File: src/rtl/brightness_pkg.sv
// Shared types, default geometry and pixel saturation for the brightness array.
// The loader and result_writer both import this so their address spaces agree.
package brightness_pkg;

  typedef enum logic [1:0] {
    IDLE,
    WRITE,
    DONE
  } writer_state_t;

  localparam int DEFAULT_RAM_ADDR_WIDTH = 6;
  localparam int DEFAULT_RAM_DATA_WIDTH = 8;
  localparam int DEFAULT_PE_DATA_WIDTH  = 16;
  localparam int DEFAULT_DEPTH          = 4;

  // Clamp a signed PE result into [0, 2**out_width-1]; out_width must be below 31.
  function automatic logic [31:0] saturate(input logic signed [31:0] value,
                                           input int                 out_width);
    logic signed [31:0] max_val;
    max_val = (32'sd1 <<< out_width) - 32'sd1;
    if (value < 0)            return '0;
    else if (value > max_val) return $unsigned(max_val);
    else                      return $unsigned(value);
  endfunction

endpackage

File: src/rtl/result_writer_if.sv
// Block input handshake and output RAM write port of result_writer.
// slave is the writer side, master is the upstream array / RAM side.
interface result_writer_if
  import brightness_pkg::*;
#(
  parameter int RAM_ADDR_WIDTH = DEFAULT_RAM_ADDR_WIDTH,
  parameter int RAM_DATA_WIDTH = DEFAULT_RAM_DATA_WIDTH,
  parameter int PE_DATA_WIDTH  = DEFAULT_PE_DATA_WIDTH,
  parameter int DEPTH          = DEFAULT_DEPTH
);

  logic                            start;
  logic [PE_DATA_WIDTH*DEPTH-1:0]  data_in;
  logic                            data_valid;
  logic                            in_ready;
  logic [RAM_ADDR_WIDTH-1:0]       ram_address;
  logic [RAM_DATA_WIDTH-1:0]       ram_wdata;
  logic                            ram_we;
  logic                            done;

  modport master (
    output start, data_in, data_valid,
    input  in_ready, ram_address, ram_wdata, ram_we, done
  );

  modport slave (
    input  start, data_in, data_valid,
    output in_ready, ram_address, ram_wdata, ram_we, done
  );

endinterface

File: src/rtl/block_fifo.sv
// Two-entry block buffer between the systolic array and the lane serializer.
// flush empties it in one edge and takes priority over push and pop.
module block_fifo #(
  parameter int WIDTH = 64
) (
  input  logic             clk,
  input  logic             reset,
  input  logic             flush,
  input  logic             push,
  input  logic [WIDTH-1:0] push_data,
  input  logic             pop,
  output logic [WIDTH-1:0] head_data,
  output logic [1:0]       count
);

  logic [WIDTH-1:0] mem [2];
  logic             wr_ptr;
  logic             rd_ptr;

  // NOTE: sequential state uses non-blocking assignments so every register samples pre-edge values.
  always_ff @(posedge clk or posedge reset) begin
    if (reset) begin
      wr_ptr <= 1'b0;
      rd_ptr <= 1'b0;
      count  <= 2'd0;
    end else if (flush) begin
      wr_ptr <= 1'b0;
      rd_ptr <= 1'b0;
      count  <= 2'd0;
    end else begin
      if (push) wr_ptr <= ~wr_ptr;
      if (pop)  rd_ptr <= ~rd_ptr;
      count <= count + 2'(push) - 2'(pop);
    end
  end

  // NOTE: the storage array is deliberately not reset; count alone marks which entries are valid.
  always_ff @(posedge clk) begin
    if (push && !flush) mem[wr_ptr] <= push_data;
  end

  assign head_data = mem[rd_ptr];

endmodule

File: src/rtl/result_writer.sv
// Serializes buffered PE result blocks into saturated pixels written at
// sequential output-RAM addresses; one start pulse covers one frame.
module result_writer
  import brightness_pkg::*;
#(
  parameter int RAM_ADDR_WIDTH = DEFAULT_RAM_ADDR_WIDTH,
  parameter int RAM_DATA_WIDTH = DEFAULT_RAM_DATA_WIDTH,
  parameter int PE_DATA_WIDTH  = DEFAULT_PE_DATA_WIDTH,
  parameter int DEPTH          = DEFAULT_DEPTH
) (
  input logic            clk,
  input logic            reset,
  result_writer_if.slave bus
);

  localparam int BLOCK_WIDTH = PE_DATA_WIDTH * DEPTH;
  localparam int LANE_WIDTH  = (DEPTH > 1) ? $clog2(DEPTH) : 1;

  writer_state_t state_q, state_d;

  logic [RAM_ADDR_WIDTH-1:0]      ptr_q;
  logic [LANE_WIDTH-1:0]          lane_q;
  logic [BLOCK_WIDTH-1:0]         head_data;
  logic [1:0]                     count;
  logic                           in_ready;
  logic                           push, pop, flush, do_write, last_lane;
  logic signed [PE_DATA_WIDTH-1:0] lane_val;
  logic [RAM_DATA_WIDTH-1:0]      sat_val;

  logic [RAM_ADDR_WIDTH-1:0]      ram_address_q;
  logic [RAM_DATA_WIDTH-1:0]      ram_wdata_q;
  logic                           ram_we_q;
  logic                           done_q;

  // Ready depends only on state and occupancy, never on data_valid.
  assign in_ready  = (state_q == WRITE) && (count < 2'd2);
  assign push      = bus.data_valid && in_ready;
  assign last_lane = (lane_q == LANE_WIDTH'(DEPTH - 1));
  assign lane_val  = head_data[lane_q*PE_DATA_WIDTH +: PE_DATA_WIDTH];
  assign sat_val   = RAM_DATA_WIDTH'(saturate(32'(lane_val), RAM_DATA_WIDTH));

  block_fifo #(.WIDTH(BLOCK_WIDTH)) u_block_fifo (
    .clk       (clk),
    .reset     (reset),
    .flush     (flush),
    .push      (push),
    .push_data (bus.data_in),
    .pop       (pop),
    .head_data (head_data),
    .count     (count)
  );

  always_ff @(posedge clk or posedge reset) begin
    if (reset) state_q <= IDLE;
    else       state_q <= state_d;
  end

  // NOTE: every combinational output gets a default first so no path can infer a latch.
  always_comb begin
    state_d  = state_q;
    flush    = 1'b0;
    pop      = 1'b0;
    do_write = 1'b0;
    unique case (state_q)
      IDLE, DONE: begin
        if (bus.start) begin
          state_d = WRITE;
          flush   = 1'b1;
        end
      end
      WRITE: begin
        if (count != 2'd0) begin
          do_write = 1'b1;
          pop      = last_lane;
          if (ptr_q == '1) begin
            state_d = DONE;
            flush   = 1'b1;
          end
        end
      end
      default: state_d = IDLE;
    endcase
  end

  always_ff @(posedge clk or posedge reset) begin
    if (reset) begin
      ptr_q         <= '0;
      lane_q        <= '0;
      ram_address_q <= '0;
      ram_wdata_q   <= '0;
      ram_we_q      <= 1'b0;
      done_q        <= 1'b0;
    end else begin
      ram_we_q <= do_write;
      done_q   <= (state_q == DONE) && !bus.start;
      if (do_write) begin
        ram_address_q <= ptr_q;
        ram_wdata_q   <= sat_val;
        ptr_q         <= ptr_q + 1'b1;
        lane_q        <= last_lane ? '0 : lane_q + 1'b1;
      end else if (state_q != WRITE) begin
        ram_address_q <= '0;
      end
      // Entering a pass (or finishing one) always restarts at pixel 0, lane 0.
      if (flush) begin
        ptr_q  <= '0;
        lane_q <= '0;
      end
    end
  end

  assign bus.in_ready    = in_ready;
  assign bus.ram_address = ram_address_q;
  assign bus.ram_wdata   = ram_wdata_q;
  assign bus.ram_we      = ram_we_q;
  assign bus.done        = done_q;

endmodule
File: src/flat_wrapper.sv
// flat-port wrapper written by rule: the top's interface ports become plain ports
module result_writer_flat import brightness_pkg::*;
#(
  parameter int RAM_ADDR_WIDTH = DEFAULT_RAM_ADDR_WIDTH,
  parameter int RAM_DATA_WIDTH = DEFAULT_RAM_DATA_WIDTH,
  parameter int PE_DATA_WIDTH  = DEFAULT_PE_DATA_WIDTH,
  parameter int DEPTH          = DEFAULT_DEPTH
)
  (clk, reset, bus_start, bus_data_in, bus_data_valid, bus_in_ready, bus_ram_address, bus_ram_wdata, bus_ram_we, bus_done);
  result_writer_if #(.RAM_ADDR_WIDTH(RAM_ADDR_WIDTH), .RAM_DATA_WIDTH(RAM_DATA_WIDTH), .PE_DATA_WIDTH(PE_DATA_WIDTH), .DEPTH(DEPTH)) bus_i ();
  input logic clk;
  input logic reset;
  input wire logic [$bits(bus_i.start)-1:0] bus_start;
  input wire logic [$bits(bus_i.data_in)-1:0] bus_data_in;
  input wire logic [$bits(bus_i.data_valid)-1:0] bus_data_valid;
  output wire logic [$bits(bus_i.in_ready)-1:0] bus_in_ready;
  output wire logic [$bits(bus_i.ram_address)-1:0] bus_ram_address;
  output wire logic [$bits(bus_i.ram_wdata)-1:0] bus_ram_wdata;
  output wire logic [$bits(bus_i.ram_we)-1:0] bus_ram_we;
  output wire logic [$bits(bus_i.done)-1:0] bus_done;
  assign bus_i.start = bus_start;
  assign bus_i.data_in = bus_data_in;
  assign bus_i.data_valid = bus_data_valid;
  assign bus_in_ready = bus_i.in_ready;
  assign bus_ram_address = bus_i.ram_address;
  assign bus_ram_wdata = bus_i.ram_wdata;
  assign bus_ram_we = bus_i.ram_we;
  assign bus_done = bus_i.done;
  result_writer #(.RAM_ADDR_WIDTH(RAM_ADDR_WIDTH), .RAM_DATA_WIDTH(RAM_DATA_WIDTH), .PE_DATA_WIDTH(PE_DATA_WIDTH), .DEPTH(DEPTH)) u_core (.clk(clk), .reset(reset), .bus(bus_i));
endmodule
File: config.mk
export PLATFORM = sky130hd
export DESIGN_NAME = result_writer_flat
export DESIGN_NICKNAME = d
export VERILOG_FILES = /design/src/rtl/brightness_pkg.sv /design/src/rtl/result_writer_if.sv /design/src/rtl/block_fifo.sv /design/src/rtl/result_writer.sv /design/src/flat_wrapper.sv
export SDC_FILE = /design/constraint.sdc
export NUM_CORES = 1
export LEC_CHECK = 0
export BUFFER_PORTS_ARGS = -buffer_cell sky130_fd_sc_hd__buf_4
export CAP_MARGIN = 20
export CORE_MARGIN = 1
export CORE_UTILIZATION = 52
export CTS_CLUSTER_DIAMETER = 200
export DETAILED_ROUTE_END_ITERATION = 8
export PLACE_DENSITY_LB_ADDON = 0.3
export SYNTH_ARGS = -nofsm -noshare
export SYNTH_HDL_FRONTEND = slang
export SYNTH_HIERARCHICAL = 1
export SYNTH_SLANG_ARGS = --single-unit
export TNS_END_PERCENT = 20
File: constraint.sdc
create_clock -name clk -period 6.11 [get_ports clk]
set_clock_uncertainty 0.15 [all_clocks]
set_input_delay 0.3055 -clock clk [delete_from_list [all_inputs] [get_ports clk]]
set_output_delay 0.3055 -clock clk [all_outputs]
set_load 0.02 [all_outputs]
==> metrics <==
status=complete, no violations; total grt overflow=0; Max VDD drop=0.2547 mV; final hold violations=0; Via density=5.107; Critical Path Sink Type=flip-flop; combinational power share=0.297; Post-synth EDFFs=128; dpl cell area=7272 sq um; chip width=113.7 um; largest family of logic cells by synthesized area=multiplexers; Starting DRT DRC Count=176; Synth Warn #=6; clk slew on worst S/H paths=0.06 ns; Max-Slew Margin vs Limit=0.3414; critical path fanouts, max=33; Tmin final=2.990 ns; Period Utilization, post-route=0.4894; WP data required=6.28 ns; commonest non-fill, non-tap cells in the layout=edfxtp_1 (128), buf_4 (88), dlygate4sd3_1 (66); gp weighted congestion=0.8066; Clock Path Buffers=2; Final HPWL DP=6963 um; CTS Sinks=158; top-area cell type share of the netlist area=0.5920; Post-Syn Area=6492 sq um; commonest non-fill, non-tap cell in the layout=edfxtp_1; max-cap violations=0; routed via count=3544; Lkg Pwr=3.308 nW; Fmax achieved=0.3344 GHz; Power per Cell Area=434.6 nW/um^2; area grow syn2layout=31.35%; post-synthesis adder-cell area fraction=0.007709; port buffer count=84; Synth area leaders=edfxtp_1 (59%), dfrtp_1 (12%), mux2_4 (12%), mux2_2 (2.4%), mux4_2 (2.1%); fin. max-slew vios=0; Total GRT Usage=0.1956; antenna violations before repair=0; P_int=0.002637 W; Nets=585; power share of the sequential group=0.435; Placed Instances=595; CTS buffer count=17; CTS tree=built; Net Switching=0.001070 W; Routed Antenna Nets=0; cell area after layout=8528 sq um; Net Count, Synth=423; vias in the first global route=3700; sequential share of the synthesized area=0.7077; first-pass GRT wire length=18550 um; Compound-Gate Fraction of Synth Area=0.03026; Setup crit start kind=flip-flop; FF+latch count, synth=158; Root Driver=clkbuf_16; mux contribution to synthesized area=0.1769; die area=12940 sq um; Ant. Diodes=0; Yosys top cell by area=edfxtp_1; Post-Synthesis Cells=351; num rows=40; IO Pins=85; xor/xnor share of the synthesized area=0.01291; critical path arrival=3.16 ns; synth unique cells=39; final setup vio count=0; H-Tree Level Count=4; clock group share of total power=0.268; CORE AREA=12110 sq um; DRC=0; Finished Layout Cells=694; drt first pass iters=4; ys flop type=edfxtp_1; post-CTS resize count=0; clock latency on the worst-skew pair=0.41 ns; final wirelength=11400 um; Slew @ Worst Pin=0.9868 ns; layout cells sized above 1=0.3707; Die Y=113.7 um; Post-Syn Area per Cell=18.50 sq um; largest net degree at the start of global routing=43; simple-gate share of the synthesized area=0.04452; final core occ=0.7041; Starting Density=0.5361; overall power=0.003707 W; RSZ-0062 raised after global routing=no; fraction of registers with async set/reset=0.1899; Avg WL per Cell=16.42 um; min-delay worst type=primary input to async pin; WS Path Type=flip-flop to flip-flop; Sw Ratio=0.2885
==> layout make-up <==
class / instances / area [sq um]
Clock buffer: 27 / 554.3
Inverter: 5 / 18.77
Timing Repair Buffer: 155 / 1336
Sequential cell: 158 / 4598
Clock inverter: 5 / 26.28
Multi-Input combinational cell: 176 / 1784
Fill cell: 793 / 3583
Tap cell: 168 / 210.2
==> through the flow <==
| step | setup WS, ns | setup TNS (ns) | hold slack, ns |
|---|---|---|---|
| detailed placement | 2.863 | 0 | 0.07513 |
| global placement | 2.886 | 0 | 0.07217 |
| global route | 2.984 | 0 | 0.2118 |
| floorplan | -0.1205 | -7.711 | -0.07842 |
| finish | 3.120 | 0 | 0.2156 |
| CTS | 2.853 | 0 | 0.1861 |
==> worst paths after layout <==
check	slack (ns)	cells after the start	startpoint	end
setup / recovery	3.12	6	u_core/u_block_fifo/rd_ptr	u_core/bus.ram_wdata[0]
max in group asynchronous	4.65	3	reset	u_core/ptr_q[0]
hold reg to reg	0.34	2	u_core/bus.ram_address[2]	u_core/bus.ram_address[2]
setup reg to reg	3.12	6	u_core/u_block_fifo/rd_ptr	u_core/bus.ram_wdata[0]
min in group clk	0.22	4	bus_data_valid	u_core/u_block_fifo/wr_ptr
hold / removal	0.22	3	reset	u_core/u_block_fifo/rd_ptr
==> cells in the mapped netlist, types with 2 or more instances <==
cell type and number:
nor3_1 6, inv_1 4, mux4_2 6, nor3b_1 2, nand2b_1 2, mux4_1 4
mux2_4 50, nor2_1 19, o21ai_1 9, buf_6 8, nand2_1 13, dfrtp_1 30
a31oi_1 8, a21oi_1 4, nor4_1 5, xnor2_1 6, a22o_1 5, ha_1 4
edfxtp_1 128, mux2_2 14, nand3_1 5, buf_2 2
==> state kept, by name (all words and copies together), names as in the netlist <==
name                        cells
u_core/u_block_fifo/mem       128
u_core/bus.ram_wdata            8
u_core/bus.ram_address          6
u_core/ptr_q                    6
u_core/lane_q                   2
u_core/state_q                  2
u_core/u_block_fifo/count       2
u_core/bus.done                 1
u_core/bus.ram_we               1
u_core/u_block_fifo/rd_ptr      1
u_core/u_block_fifo/wr_ptr      1
==> critical path, stage by stage (launching register included) <==
cell,delay [ns]
dfrtp_4,0.80
buf_4,0.59
mux2_2,0.40
mux4_2,0.50
nand3_2,0.17
o21ai_1,0.11
a31oi_1,0.17
==> routing by layer <==
layer	share of wire	wire (um)	global-route usage	up-vias
li1	-	-	-	1687
met1	0.42	4800	0.2378	1767
met2	0.53	6067	0.3325	82
met3	0.035	402	0.05048	8
met4	0.011	126	0.08333	0
met5	0	0	0	-
==> power by group through the flow <==
stage | logic, W | clock network, W | registers (W)
detailed placement | 0.00106 | 0 | 0.00164
global route | 0.00119 | 0.00106 | 0.00164
global placement | 0.00104 | 0 | 0.00163
CTS | 0.00111 | 0.00101 | 0.00162
floorplan | 0.000847 | 0 | 0.00159
finish | 0.00110 | 0.000993 | 0.00161
==> logic make-up (layout without fill, tap and decap cells) <==
family	count (synthesis)	count (layout)
DFF	158	158
buffers and inverters	17	192
xor gates and xnor gates	8	8
AOI/OAI and AO/OA	30	30
adders and majority gates	4	4
muxes	74	74
and+or+nand+nor	60	60
==> timing repair <==
action,4_1_cts,5_1_grt
hold endpoints to repair,135,0
hold buffers,66,0
buffers inserted,0,0
No activity file was read; power rests on OpenSTA's default activity.
